**src/rtl/ff_arb_pkg.sv**
```systemverilog
// Shared types for the flip-flop access arbiter.
// States of the sequencer and the width of the shared circuit's input.
package ff_arb_pkg;

  typedef enum logic [1:0] {
    IDLE,
    CLEAR,
    RUN,
    CAPTURE
  } arb_state_t;

  localparam int ENTRADA_W = 2;

endpackage

```
**src/rtl/ff_access_arbiter_rr_picker.sv**
```systemverilog
// Round-robin picker: the first set request at or after rr_ptr,
// wrapping modulo NUM_REQ. Purely combinational.
module rr_picker
  import ff_arb_pkg::*;
#(
  parameter int NUM_REQ = 4,
  parameter int IDX_W   = $clog2(NUM_REQ)
) (
  input  logic [NUM_REQ-1:0] req,
  input  logic [IDX_W-1:0]   rr_ptr,
  output logic               any,
  output logic [IDX_W-1:0]   idx
);

  int               j;
  logic [IDX_W-1:0] jj;

  always_comb begin
    any = 1'b0;
    idx = '0;
    j   = 0;
    jj  = '0;
    for (int k = 0; k < NUM_REQ; k++) begin
      j = int'(rr_ptr) + k;
      if (j >= NUM_REQ) j = j - NUM_REQ;
      jj = IDX_W'(j);
      if (!any && req[jj]) begin
        any = 1'b1;
        idx = jj;
      end
    end
  end

endmodule

```
**src/rtl/ff_access_arbiter.sv**
```systemverilog
// Shares one registered 2-bit-input circuit among NUM_REQ requesters:
// clear it, drive the winner's entrada, capture q, report result and id.
module ff_access_arbiter
  import ff_arb_pkg::*;
#(
  parameter  int NUM_REQ     = 4,
  parameter  int HOLD_CYCLES = 4,
  localparam int IDX_W       = $clog2(NUM_REQ)
) (
  input  logic                           clk,
  input  logic                           reset,
  input  logic [NUM_REQ-1:0]             req,
  input  logic [ENTRADA_W*NUM_REQ-1:0]   entrada_req,
  output logic [NUM_REQ-1:0]             grant,
  output logic                           ff_reset,
  output logic [ENTRADA_W-1:0]           entrada_out,
  input  logic                           q_in,
  output logic                           done,
  output logic                           result_q,
  output logic [IDX_W-1:0]               result_id
);

  localparam int CNT_W = (HOLD_CYCLES > 1) ? $clog2(HOLD_CYCLES) : 1;

  arb_state_t         state_q, state_d;
  logic [IDX_W-1:0]   gidx_q, gidx_d;
  logic [IDX_W-1:0]   rr_ptr_q, rr_ptr_d;
  logic [CNT_W-1:0]   cnt_q, cnt_d;
  logic [NUM_REQ-1:0] grant_q, grant_d;
  logic               done_q, done_d;
  logic               res_bit_q, res_bit_d;
  logic [IDX_W-1:0]   res_id_q, res_id_d;

  logic               pick_any;
  logic [IDX_W-1:0]   pick_idx;

  rr_picker #(
    .NUM_REQ (NUM_REQ),
    .IDX_W   (IDX_W)
  ) u_picker (
    .req    (req),
    .rr_ptr (rr_ptr_q),
    .any    (pick_any),
    .idx    (pick_idx)
  );

  always_comb begin
    state_d   = state_q;
    gidx_d    = gidx_q;
    rr_ptr_d  = rr_ptr_q;
    cnt_d     = cnt_q;
    grant_d   = grant_q;
    done_d    = 1'b0;
    res_bit_d = res_bit_q;
    res_id_d  = res_id_q;
    unique case (state_q)
      IDLE: begin
        if (pick_any) begin
          state_d = CLEAR;
          gidx_d  = pick_idx;
          cnt_d   = CNT_W'(HOLD_CYCLES - 1);
          grant_d = NUM_REQ'(1) << pick_idx;
        end
      end
      CLEAR: state_d = RUN;
      RUN: begin
        if (cnt_q == '0) state_d = CAPTURE;
        else cnt_d = cnt_q - CNT_W'(1);
      end
      CAPTURE: begin
        state_d   = IDLE;
        grant_d   = '0;
        done_d    = 1'b1;
        res_bit_d = q_in;
        res_id_d  = gidx_q;
        rr_ptr_d  = (gidx_q == IDX_W'(NUM_REQ - 1)) ?
                    '0 : gidx_q + IDX_W'(1);
      end
      default: state_d = IDLE;
    endcase
  end

  always_ff @(posedge clk) begin
    if (reset) begin
      state_q   <= IDLE;
      gidx_q    <= '0;
      rr_ptr_q  <= '0;
      cnt_q     <= '0;
      grant_q   <= '0;
      done_q    <= 1'b0;
      res_bit_q <= 1'b0;
      res_id_q  <= '0;
    end else begin
      state_q   <= state_d;
      gidx_q    <= gidx_d;
      rr_ptr_q  <= rr_ptr_d;
      cnt_q     <= cnt_d;
      grant_q   <= grant_d;
      done_q    <= done_d;
      res_bit_q <= res_bit_d;
      res_id_q  <= res_id_d;
    end
  end

  // Live pass-through so requesters can vary entrada every RUN cycle.
  always_comb begin
    entrada_out = '0;
    if (state_q == RUN)
      entrada_out = entrada_req[ENTRADA_W*gidx_q +: ENTRADA_W];
  end

  assign ff_reset  = reset | (state_q == CLEAR);
  assign grant     = grant_q;
  assign done      = done_q;
  assign result_q  = res_bit_q;
  assign result_id = res_id_q;

endmodule

```
**config.mk**
```make
export PLATFORM = sky130hd
export DESIGN_NAME = ff_access_arbiter
export DESIGN_NICKNAME = d
export VERILOG_FILES = /design/src/rtl/ff_arb_pkg.sv /design/src/rtl/ff_access_arbiter_rr_picker.sv /design/src/rtl/ff_access_arbiter.sv
export SDC_FILE = /design/constraint.sdc
export NUM_CORES = 1
export LEC_CHECK = 0
export ABC_CLOCK_PERIOD_IN_PS = 1700
export CAP_MARGIN = 20
export CORE_ASPECT_RATIO = 1.5
export CORE_MARGIN = 2
export CORE_UTILIZATION = 35
export DETAILED_ROUTE_END_ITERATION = 16
export PLACE_DENSITY_LB_ADDON = 0.15
export SLEW_MARGIN = 20
export SYNTH_ARGS = -nofsm -noshare
export SYNTH_HDL_FRONTEND = slang
export SYNTH_SLANG_ARGS = --single-unit
```
**constraint.sdc**
```tcl
create_clock -name clk -period 1.7 [get_ports clk]
set_clock_uncertainty 0.15 [all_clocks]
set_input_delay 0.34 -clock clk [delete_from_list [all_inputs] [get_ports clk]]
set_output_delay 0.34 -clock clk [all_outputs]
set_load 0.05 [all_outputs]
```
# Yosys cells after proc, flatten, opt, wreduce, memory -nomap -nowiden
# Cells that the tools add are included.
[op_classes]
n_eq_ne = 7
mux = 31
order_cmp = 8
n_shift = 2
n_reduce_logical = 14
addsub = 9
bitwise_logic = 1
[op_table]
columns = ["operator", "n"]
rows = [
  ["$mux W2", 14],
  ["$lt A2 B3 Y1 const B", 4],
  ["$sub A2 B1 Y2 const B", 5],
  ["$ge A3 B3 Y1 const B", 3],
  ["$mux W1", 9],
  ["$bmux W1 S2", 4],
  ["$pmux W2 S4", 1],
  ["$pmux W4 S2", 1],
  ["$shiftx A8 B4 Y2", 1],
  ["$add A2 B2 Y3 const B", 2],
  ["$eq A2 B2 Y1 const B", 3],
  ["$ne A2 B2 Y1 const B", 3],
  ["$reduce_and A2 Y1", 3],
  ["$logic_not A2 Y1", 2],
  ["$mux W4", 1],
  ["$pmux W2 S2", 1],
  ["$reduce_bool A2 Y1", 2],
  ["$shl A1 B2 Y4 const A", 1],
  ["$add A2 B1 Y3 const B", 1],
  ["$ge A2 B3 Y1 const B", 1],
  ["$logic_and A1 B1 Y1", 3],
  ["$logic_not A1 Y1", 3],
  ["$reduce_and A3 Y1", 1],
  ["$add A2 B1 Y2 const B", 1],
  ["other kinds (2)", 2],
]
[word_totals]
out_inout_bits = 11
register_bits = 16
in_bits = 15
elab_cells = 80

# Logic depth before layout (Yosys ltp)
# Gate-level depths: netlist (run 1).
[depth]
word_depth = 17
mapped_depth = 6
mapped_depth_nobuf = 6

# Cells and area by module
# A second synthesis (run 1) with hierarchy kept.
[hier_totals]
hier_cells = 104
area_unflattened_um2 = 919.6
[by_module_without_submodules]
columns = ["module", "seq_area_each_um2", "instances", "cells_per_inst", "area_per_inst_um2"]
rows = [
  ["ff_access_arbiter", 320.3, 1, 89, 842.1],
  ["rr_picker", 0.0, 1, 15, 77.6],
]

# Worst setup path after synthesis (run 1)
# Ideal clock, no wire load.
[synth_path]
path_kind = "register to output"
startpoint = "register gidx_q[0]"
endpoint = "output entrada_out[0]"
path_buffers = 0
arrival_time_ns = 1.251
setup_slack_ns = -0.041
path_stages_with_launch = 3
required_ns = 1.210
cell_sequence = "dfxtp_1 -> mux4_2 -> and2_1"
[synth_between]
elab_chain_cells = 2
[synth_lines]
columns = ["item", "line", "rtl"]
rows = [
  ["start: declaration", "ff_access_arbiter.sv:26", "logic [IDX_W-1:0] gidx_q, gidx_d;"],
  ["start signal: assignment", "ff_access_arbiter.sv:95", "gidx_q <= gidx_d;"],
  ["$shiftx A8 B4 Y2", "ff_access_arbiter.sv:109", "entrada_out = entrada_req[ENTRADA_W*gidx_q +: ENTRADA_W];"],
  ["$mux W2", "ff_access_arbiter.sv:108", "if (state_q == RUN)"],
  ["end: declaration", "ff_access_arbiter.sv:16", "output logic [ENTRADA_W-1:0] entrada_out,"],
]
# Every way passes these cells.

# Final worst setup path (run 1)
# Ends and elaborated chain as after synthesis.

==> results of run 1 <==
==> through the flow <==
stage	setup TNS (ns)	instances
5_1_grt	-0.672	154
6_report	-0.538	154
3_5_place_dp	-3.77	149
4_1_cts	-0.573	154
3_3_place_gp	-3.51	149
2_1_floorplan	0	90
==> how the worst max path moves through the flow <==
stage | from | slack (ns) | endpoint | cells after the start
floorplan | gidx_q[0] | 0.06 | entrada_out[0] | 2
global placement | req[2] | -0.34 | grant[2] | 6
detailed placement | entrada_req[0] | -0.37 | entrada_out[0] | 4
CTS | gidx_q[0] | -0.28 | entrada_out[0] | 3
global route | gidx_q[0] | -0.30 | entrada_out[0] | 3
finish | gidx_q[0] | -0.26 | entrada_out[0] | 3
==> report_power, final <==
| part | switching [W] | internal, W | leakage (nW) | total, W |
|---|---|---|---|---|
| Combinational | 0.000524 | 0.000538 | 0.442 | 0.00106 |
| Clock | 0.000110 | 0.0000820 | 0.0138 | 0.000192 |
| Sequential | 0.0000730 | 0.000468 | 0.132 | 0.000541 |
| Total | 0.000707 | 0.00109 | 0.588 | 0.00180 |
==> synth_stat cells <==
| cell | n | area [um^2] |
|---|---|---|
| nor3_1 | 1 | 5.00 |
| a211oi_1 | 1 | 7.51 |
| o22ai_1 | 1 | 6.26 |
| o311ai_0 | 1 | 8.76 |
| or2_2 | 3 | 18.8 |
| and2b_1 | 1 | 7.51 |
| ha_1 | 7 | 87.6 |
| nand2b_1 | 1 | 6.26 |
| o21bai_1 | 1 | 7.51 |
| nand2_1 | 4 | 15.0 |
| and2_1 | 2 | 12.5 |
| mux4_2 | 2 | 45.0 |
| a311oi_1 | 1 | 8.76 |
| o31ai_1 | 1 | 7.51 |
| nor3b_1 | 1 | 7.51 |
| o31a_1 | 1 | 8.76 |
| o22a_1 | 1 | 8.76 |
| inv_1 | 4 | 15.0 |
| mux2_4 | 1 | 15.0 |
| a21oi_1 | 5 | 25.0 |
| nor3_2 | 1 | 10.0 |
| a21boi_0 | 1 | 7.51 |
| nor4_4 | 1 | 21.3 |
| a211oi_2 | 1 | 12.5 |
| mux2i_1 | 6 | 60.1 |
| o221ai_1 | 1 | 8.76 |
| a32o_1 | 4 | 40.0 |
| nor2_1 | 9 | 33.8 |
| dfxtp_1 | 16 | 320 |
| a21oi_2 | 1 | 8.76 |
| nor2b_1 | 6 | 37.5 |
| clkbuf_1 | 2 | 7.51 |
| a31oi_1 | 1 | 6.26 |
==> flip-flops by register name (all words and copies together), names as in the netlist <==
register and flops:
state_q 2, done 1, gidx_q 2, result_q 1, cnt_q 2, grant 4, rr_ptr_q 2, result_id 2
==> area by class of cell <==
type                       count  area [um^2]  share of cell area
tap                           24         30.0              0.0212
multi-input combinational     68          593               0.419
sequential                    16          324               0.229
inverter                       4         15.0              0.0106
clock buffer                   3         22.5              0.0159
timing repair buffer          39          432               0.305
==> worst max-delay path, stage by stage (launching register included) <==
cell and delay, ns:
dfxtp_2 0.37, mux4_2 0.51, and2_4 0.18, buf_8 0.14
==> repair_timing <==
action	4_1_cts	5_1_grt
hold endpoints to repair	0	0
gates cloned	0	0
gates resized for setup	24	3
setup buffers	2	0
pin swaps	3	0
setup endpoints to repair	9	8
==> routing by layer <==
| layer | GRT usage | routed length (um) | share of wire | vias to the layer above |
|---|---|---|---|---|
| li1 | - | - | - | 414 |
| met1 | 0.174 | 815 | 0.40 | 381 |
| met2 | 0.282 | 1110 | 0.54 | 24 |
| met3 | 0.0246 | 112 | 0.054 | 2 |
| met4 | 0.0662 | 22 | 0.011 | 0 |
| met5 | 0 | 0 | 0 | - |
==> cell families after synthesis <==
group,Yosys count,synth area share
AND/OR/NAND/NOR,30,0.195
AO/OA/AOI/OAI,22,0.192
flip-flops,16,0.357
multiplexers,9,0.134
adder cells (fa/ha/maj),7,0.0975
buffers and inverters,6,0.0251
==> results.toml, run 1 <==
[run_status]
status = "finished with violations"
violations = "setup timing"

[timing]
hold_viol = 0
worstMarginPinSlew_ns = 0.369
slew_headroom = 0.752
rsz0062_at_grt = "true"
setup_slack_ns = -0.262
hold_ws_ns = 0.393
setup_violations = 3
finalCritPeriodShare = 1.15
layout_min_cycle_time_ns = 1.96
final_max_slew_viol_count = 0
fmax_ghz = 0.510

[setup_path]
criticalPathCategory = "flip-flop to output port"
worstPathArrival_ns = 1.47
crit-reg2reg-capture = "grant[2]"
startpoint_type = "flip-flop"
r2r_slack_ns = 0.07
cp_data_required_time_ns = 1.21
worstReg2RegStart = "state_q[0]"
r2r_cells = 6
critPathMaxFanout = 3
endpoint_kind = "output port"

[layout]
final_cell_area_mm2 = 0.00142
syn2layout_area_growth_pct = 57.7
layout.nets = 154
utilization = 0.578
fillers = 228
antenna_cells = 0
drive_gt1_frac = 0.354
final_common_cell = "buf_4"
most-common-layout-cells = "14 x buf_4, 13 x dfxtp_1, 12 x dlygate4sd2_1, 9 x nor2_1, 8 x buf_12"

[clock_network]
cts_buffers = 3
cts_tree = "done"
ctsHtreeMaxLevel = 1
cts_hold_buffers = 0
insertion_delay_ns = 0.28
cts-root-buf = "clkbuf_4"
clk_pin_slew_ns = 0.09
clk_path_buf_depth = 2
clock_sinks = 16

[routing]
vias_per_cell = 5.33
dr.pass1.iters = 4
num_vias = 821
routedWlPerCell_um = 13.4
drcViolationCount = 0
postRouteWirelength_um = 2060
ant_nets = 0
drt-initial-drc-count = 10

[global_route]
grt_pass1_wl_um = 3490
grt_max_degree = 15
grt_pass1_vias = 849
grtUsageTotal = 0.157
overflow = 0
grt_antenna_before_repair = 0

[synth]
netlist_instances = 90
synth.avg_cell_area_um2 = 9.98
netlist_area_um2 = 898
synth_warnings = 0
synth.net_count = 112
synth.distinct_cells = 33
synth-seq-cells = 16
ys_seq_area_frac = 0.357

[die]
dieWidth_um = 45.4
pin_count = 26
dieHeight_um = 66.1
die_area_mm2 = 0.00300
start_util = 0.367
num_rows = 22
coreArea_mm2 = 0.00245

[hold_path]
hold_depth = 2
hold_path.class = "flip-flop to flip-flop"
min-delay-start = "rr_ptr_q[0]"
holdPathEnd = "rr_ptr_q[0]"

[placement]
io_buffers = 25
gp_congestion = 0.738
preCtsSetupSlack_ns = -0.367
dpl_cell_area_mm2 = 0.00134
post-dp-hpwl_um = 1620

[pwr]
ir_drop_v = 0.000710
total_power_w = 0.00180
cellLeakagePower_nw = 0.588
pwr_density_cell_mw_per_mm2 = 1270

[job]
maxCapViolCount = 0
Power figures use the tool's default switching activity.
==> run 2, diff against run 1 <==
--- a/config.mk
+++ b/config.mk
@@ -10,9 +10,11 @@
 export CORE_ASPECT_RATIO = 1.5
 export CORE_MARGIN = 2
 export CORE_UTILIZATION = 35
+export CTS_CLUSTER_SIZE = 8
 export DETAILED_ROUTE_END_ITERATION = 16
 export PLACE_DENSITY_LB_ADDON = 0.15
 export SLEW_MARGIN = 20
 export SYNTH_ARGS = -nofsm -noshare
 export SYNTH_HDL_FRONTEND = slang
 export SYNTH_SLANG_ARGS = --single-unit
+export TNS_END_PERCENT = 30
==> results.toml, run 2 (synthesis results as in run 1) <==
[placement]
io_buffers = 25
post-dp-hpwl_um = 1560
gp_congestion = 0.801
preCtsSetupSlack_ns = -0.392

[setup_path]
path_cells = "mux4_2 > and2_4 > buf_8"
worstSetupPathDepth = 3
cp_data_required_time_ns = 1.21
startpoint_type = "flip-flop"
cp_slowest_cell = "mux4_2"
endpoint_kind = "output port"
r2r_cells = 5
criticalPathCategory = "flip-flop to output port"
worstPathArrival_ns = 1.45
path_buf_inv = 1
setup.worst_path.end = "entrada_out[0]"
worstReg2RegStart = "state_q[0]"
r2r_slack_ns = 0.02
critPathMaxFanout = 3
critical_path.top_delay_family = "multiplexers"
startpoint = "gidx_q[0]"
crit-reg2reg-capture = "grant[2]"
cp_slowest_stage_delay_ns = 0.50

[run_status]
violations = "setup timing"
status = "finished with violations"

[routing]
drcViolationCount = 0
vias_per_cell = 5.39
ant_nets = 0
routedWlPerCell_um = 13.3
dr.pass1.iters = 4
drt-initial-drc-count = 13
num_vias = 814
postRouteWirelength_um = 2000

[hold_path]
hold_path.class = "flip-flop to flip-flop"

[die]
coreArea_mm2 = 0.00245
dieHeight_um = 66.1
pin_count = 26
die_area_mm2 = 0.00300
num_rows = 22
dieWidth_um = 45.4
start_util = 0.367

[pwr]
ir_drop_v = 0.000652
cellLeakagePower_nw = 0.565
pwr_density_cell_mw_per_mm2 = 1260

[global_route]
grtUsageTotal = 0.149
grt_pass1_vias = 828
grt_pass1_wl_um = 3300
overflow = 0
grt_max_degree = 15
grt_antenna_before_repair = 0

[timing]
layout_min_cycle_time_ns = 1.94
worstMarginPinSlew_ns = 0.365
fmax_ghz = 0.515
hold_viol = 0
final_max_slew_viol_count = 0
hold_ws_ns = 0.387
slew_headroom = 0.755
finalCritPeriodShare = 1.14
rsz0062_at_grt = "true"
setup_violations = 4
setup_slack_ns = -0.243

[clock_network]
cts_buffers = 3
clock_sinks = 16
insertion_delay_ns = 0.29
cts_hold_buffers = 0
clk_pin_slew_ns = 0.08
ctsHtreeMaxLevel = 1
cts-root-buf = "clkbuf_4"
clk_path_buf_depth = 2
cts_tree = "done"

[layout]
antenna_cells = 0
final_common_cell = "dfxtp_1"
layout.nets = 151
most-common-layout-cells = "14 x dfxtp_1, 12 x buf_4, 10 x dlygate4sd2_1, 9 x nor2_1, 8 x buf_12"
drive_gt1_frac = 0.339
largest_reg_flops = 4
syn2layout_area_growth_pct = 53.6

[job]
maxCapViolCount = 0
run 2: cell types whose count changed in the layout (fill, tap and decap cells not counted), moves of 2 or more:
cell             previous run  this run
dfxtp_2                     3         1
buf_4                      14        12
clkdlybuf4s50_1             2         4
ha_2                        0         2
dlygate4sd2_1              12        10
run 2: metal layers:
metal	GRT usage	wire length, um	part of all wire	vias to the layer above
met3	0.0273	128	0.064	7
met4	0.103	68	0.034	0
li1	-	-	-	406
met2	0.250	1030	0.51	25
met5	0	0	0	-
met1	0.161	780	0.39	376
run 2: through the flow:
step           instance area [um^2]  setup TNS [ns]  total power [W]  utilization  instances
2_1_floorplan                   902        -0.00844          0.00114            -         90
3_3_place_gp                   1330           -3.33          0.00147        0.543        148
3_5_place_dp                   1330           -3.65          0.00150        0.543        148
4_1_cts                        1360          -0.605          0.00173        0.557        151
5_1_grt                        1380           -1.39          0.00185        0.563        151
6_report                       1380          -0.550          0.00174        0.563        151
run 2: repair_timing:
| item | CTS | global route |
|---|---|---|
| endpoints found under the setup margin | 8 | 12 |
| resized for setup | 21 | 4 |
| buffers inserted | 0 | 0 |
| pin swaps | 2 | 2 |
run 2: worst min path at each step:
stage / from / endpoint / slack [ns] / cells past startpoint
3_3_place_gp: grant[0] / grant[0] / 0.37 / 1
2_1_floorplan: reset / done / 0.26 / 1
5_1_grt: grant[0] / grant[0] / 0.41 / 1
4_1_cts: state_q[1] / state_q[1] / 0.39 / 2
6_report: rr_ptr_q[0] / rr_ptr_q[0] / 0.39 / 2
3_5_place_dp: grant[1] / grant[1] / 0.37 / 1
run 2: final cells by class:
type	count	area, um^2
clock buffers	3	22.5
fillers	235	1070
inverters	4	15.0
multi-input cells	68	579
flip-flops and latches	16	325
well taps	24	30.0
repair buffers	36	408
run 2: tightest hold or removal path, cell delays in order (launching register included):
cell	delay, ns
dfxtp_1	0.36
mux2i_1	0.07
nor2_1	0.08
run 2: report_power, final:
| part | switching [W] | total (W) | leakage (nW) | internal, W |
|---|---|---|---|---|
| combinational | 0.000493 | 0.000986 | 0.420 | 0.000493 |
| clock | 0.000117 | 0.000199 | 0.0138 | 0.0000824 |
| sequential | 0.0000850 | 0.000552 | 0.132 | 0.000467 |
| total | 0.000695 | 0.00174 | 0.565 | 0.00104 |
==> run 3, diff against run 2 <==
--- a/config.mk
+++ b/config.mk
@@ -9,7 +9,7 @@
 export CAP_MARGIN = 20
 export CORE_ASPECT_RATIO = 1.5
 export CORE_MARGIN = 2
-export CORE_UTILIZATION = 35
+export CORE_UTILIZATION = 25
 export CTS_CLUSTER_SIZE = 8
 export DETAILED_ROUTE_END_ITERATION = 16
 export PLACE_DENSITY_LB_ADDON = 0.15
==> results.toml, run 3 (synthesis results as in run 1) <==
[run_status]
status = "finished with violations"
violations = "setup timing"

[setup_path]
worstPathArrival_ns = 1.41
cp_slowest_stage_delay_ns = 0.49
cp_slowest_cell = "mux4_2"
criticalPathCategory = "flip-flop to output port"
cp_data_required_time_ns = 1.21
path_cells = "mux4_2 > and2_4 > buf_8"
endpoint_kind = "output port"
startpoint_type = "flip-flop"
critPathMaxFanout = 3

[timing]
layout_min_cycle_time_ns = 1.90
tns_ns = -0.400
rsz0062_at_grt = "true"
fmax_ghz = 0.525
hold_viol = 0
final_max_slew_viol_count = 0
finalCritPeriodShare = 1.12
setup_slack_ns = -0.205
worstMarginPinSlew_ns = 0.387
slew_headroom = 0.740
setup_violations = 2

[die]
coreArea_mm2 = 0.00342
pin_count = 26
num_rows = 26
dieHeight_um = 77.4
die_area_mm2 = 0.00410
start_util = 0.263
dieWidth_um = 52.9

[routing]
ant_nets = 0
drt-initial-drc-count = 12
num_vias = 836
routedWlPerCell_um = 12.8
dr.pass1.iters = 4
postRouteWirelength_um = 2220
vias_per_cell = 4.80
drcViolationCount = 0

[global_route]
grt_antenna_before_repair = 0
grt_pass1_wl_um = 3860
overflow = 0
grt_max_degree = 15
grt_pass1_vias = 910
grtUsageTotal = 0.123

[layout]
multi_input_area_um2 = 581
syn2layout_area_growth_pct = 64.5
layout.nets = 155
drive_gt1_frac = 0.379
utilization = 0.433
seq_area_um2 = 327
final_common_cell = "buf_4"
fillers = 352
most-common-layout-cells = "15 x buf_4, 13 x dfxtp_1, 12 x dlygate4sd2_1, 9 x nor2_1, 9 x buf_12"
antenna_cells = 0
largest_reg_flops = 4

[clock_network]
ctsHtreeMaxLevel = 1
clk_pin_slew_ns = 0.07
cts_tree = "done"
cts_buffers = 3
insertion_delay_ns = 0.25
cts-root-buf = "clkbuf_8"
clk_path_buf_depth = 2
clock_sinks = 16

[placement]
io_buffers = 25
preCtsSetupSlack_ns = -0.418
post-dp-hpwl_um = 1730
gp_congestion = 0.791

[job]
maxCapViolCount = 0

[pwr]
cellLeakagePower_nw = 0.603
ir_drop_v = 0.000750
total_power_w = 0.00193
pwr_density_cell_mw_per_mm2 = 1310

[hold_path]
hold_path.class = "flip-flop to flip-flop"
==> run 3: changes by cell type in the layout (fill, tap and decap cells not counted), sizes merged <==
| cell | delta |
|---|---|
| buf | +4 |
| clkdlybuf4s50 | -2 |
| dlygate4sd2 | +2 |
| clkbuf | +1 |
==> run 3: power breakdown <==
| group | switching [W] | internal, W | total (W) | leakage (nW) |
|---|---|---|---|---|
| registers | 0.0000834 | 0.000471 | 0.000554 | 0.132 |
| logic | 0.000509 | 0.000526 | 0.00103 | 0.442 |
| clock network | 0.000139 | 0.000205 | 0.000345 | 0.0288 |
==> run 3: final cells by class <==
class / instances / area share
Timing Repair Buffer: 40 / 0.303
Inverter: 4 / 0.0102
Sequential cell: 16 / 0.221
Clock buffer: 4 / 0.0373
Tap cell: 42 / 0.0356
Multi-Input combinational cell: 68 / 0.393
==> run 3: repair_timing <==
item	in CTS	in global routing
hold buffers	0	0
setup buffers	1	1
gates resized for setup	25	3
endpoints found under the setup margin	12	10
pin swaps	2	2
==> run 3: metal layers <==
metal  global-route usage  wire length, um  vias to the layer above
met3               0.0288              139                        2
met1                0.137              867                      395
li1                     -                -                      419
met5                    0                0                        -
met4               0.0590               25                        0
met2                0.211             1190                       20
==> run 3: stage by stage <==
stage / area, um^2 / hold slack (ns) / std cells
finish: 1480 / 0.388 / 174
global route: 1480 / 0.416 / 174
CTS: 1460 / 0.399 / 173
detailed placement: 1380 / 0.373 / 168
global placement: 1380 / 0.369 / 168
floorplan: 902 / 0.262 / 90
==> run 3: final timing paths <==
kind                    endpoint  depth (start not counted)  slack [ns]        from
hold / removal        state_q[0]                          2        0.39  state_q[0]
hold reg to reg       state_q[0]                          2        0.39  state_q[0]
setup / recovery  entrada_out[1]                          3       -0.20   gidx_q[0]
setup reg to reg        grant[2]                          6        0.09  state_q[1]
==> run 3: worst max-delay path, delay by kind of cell, from the launching register on <==
kind                   cells  cell delay, ns
AND/OR/NAND/NOR            1            0.17
multiplexers               1            0.49
buffers and inverters      1            0.14
flip-flops                 1            0.37
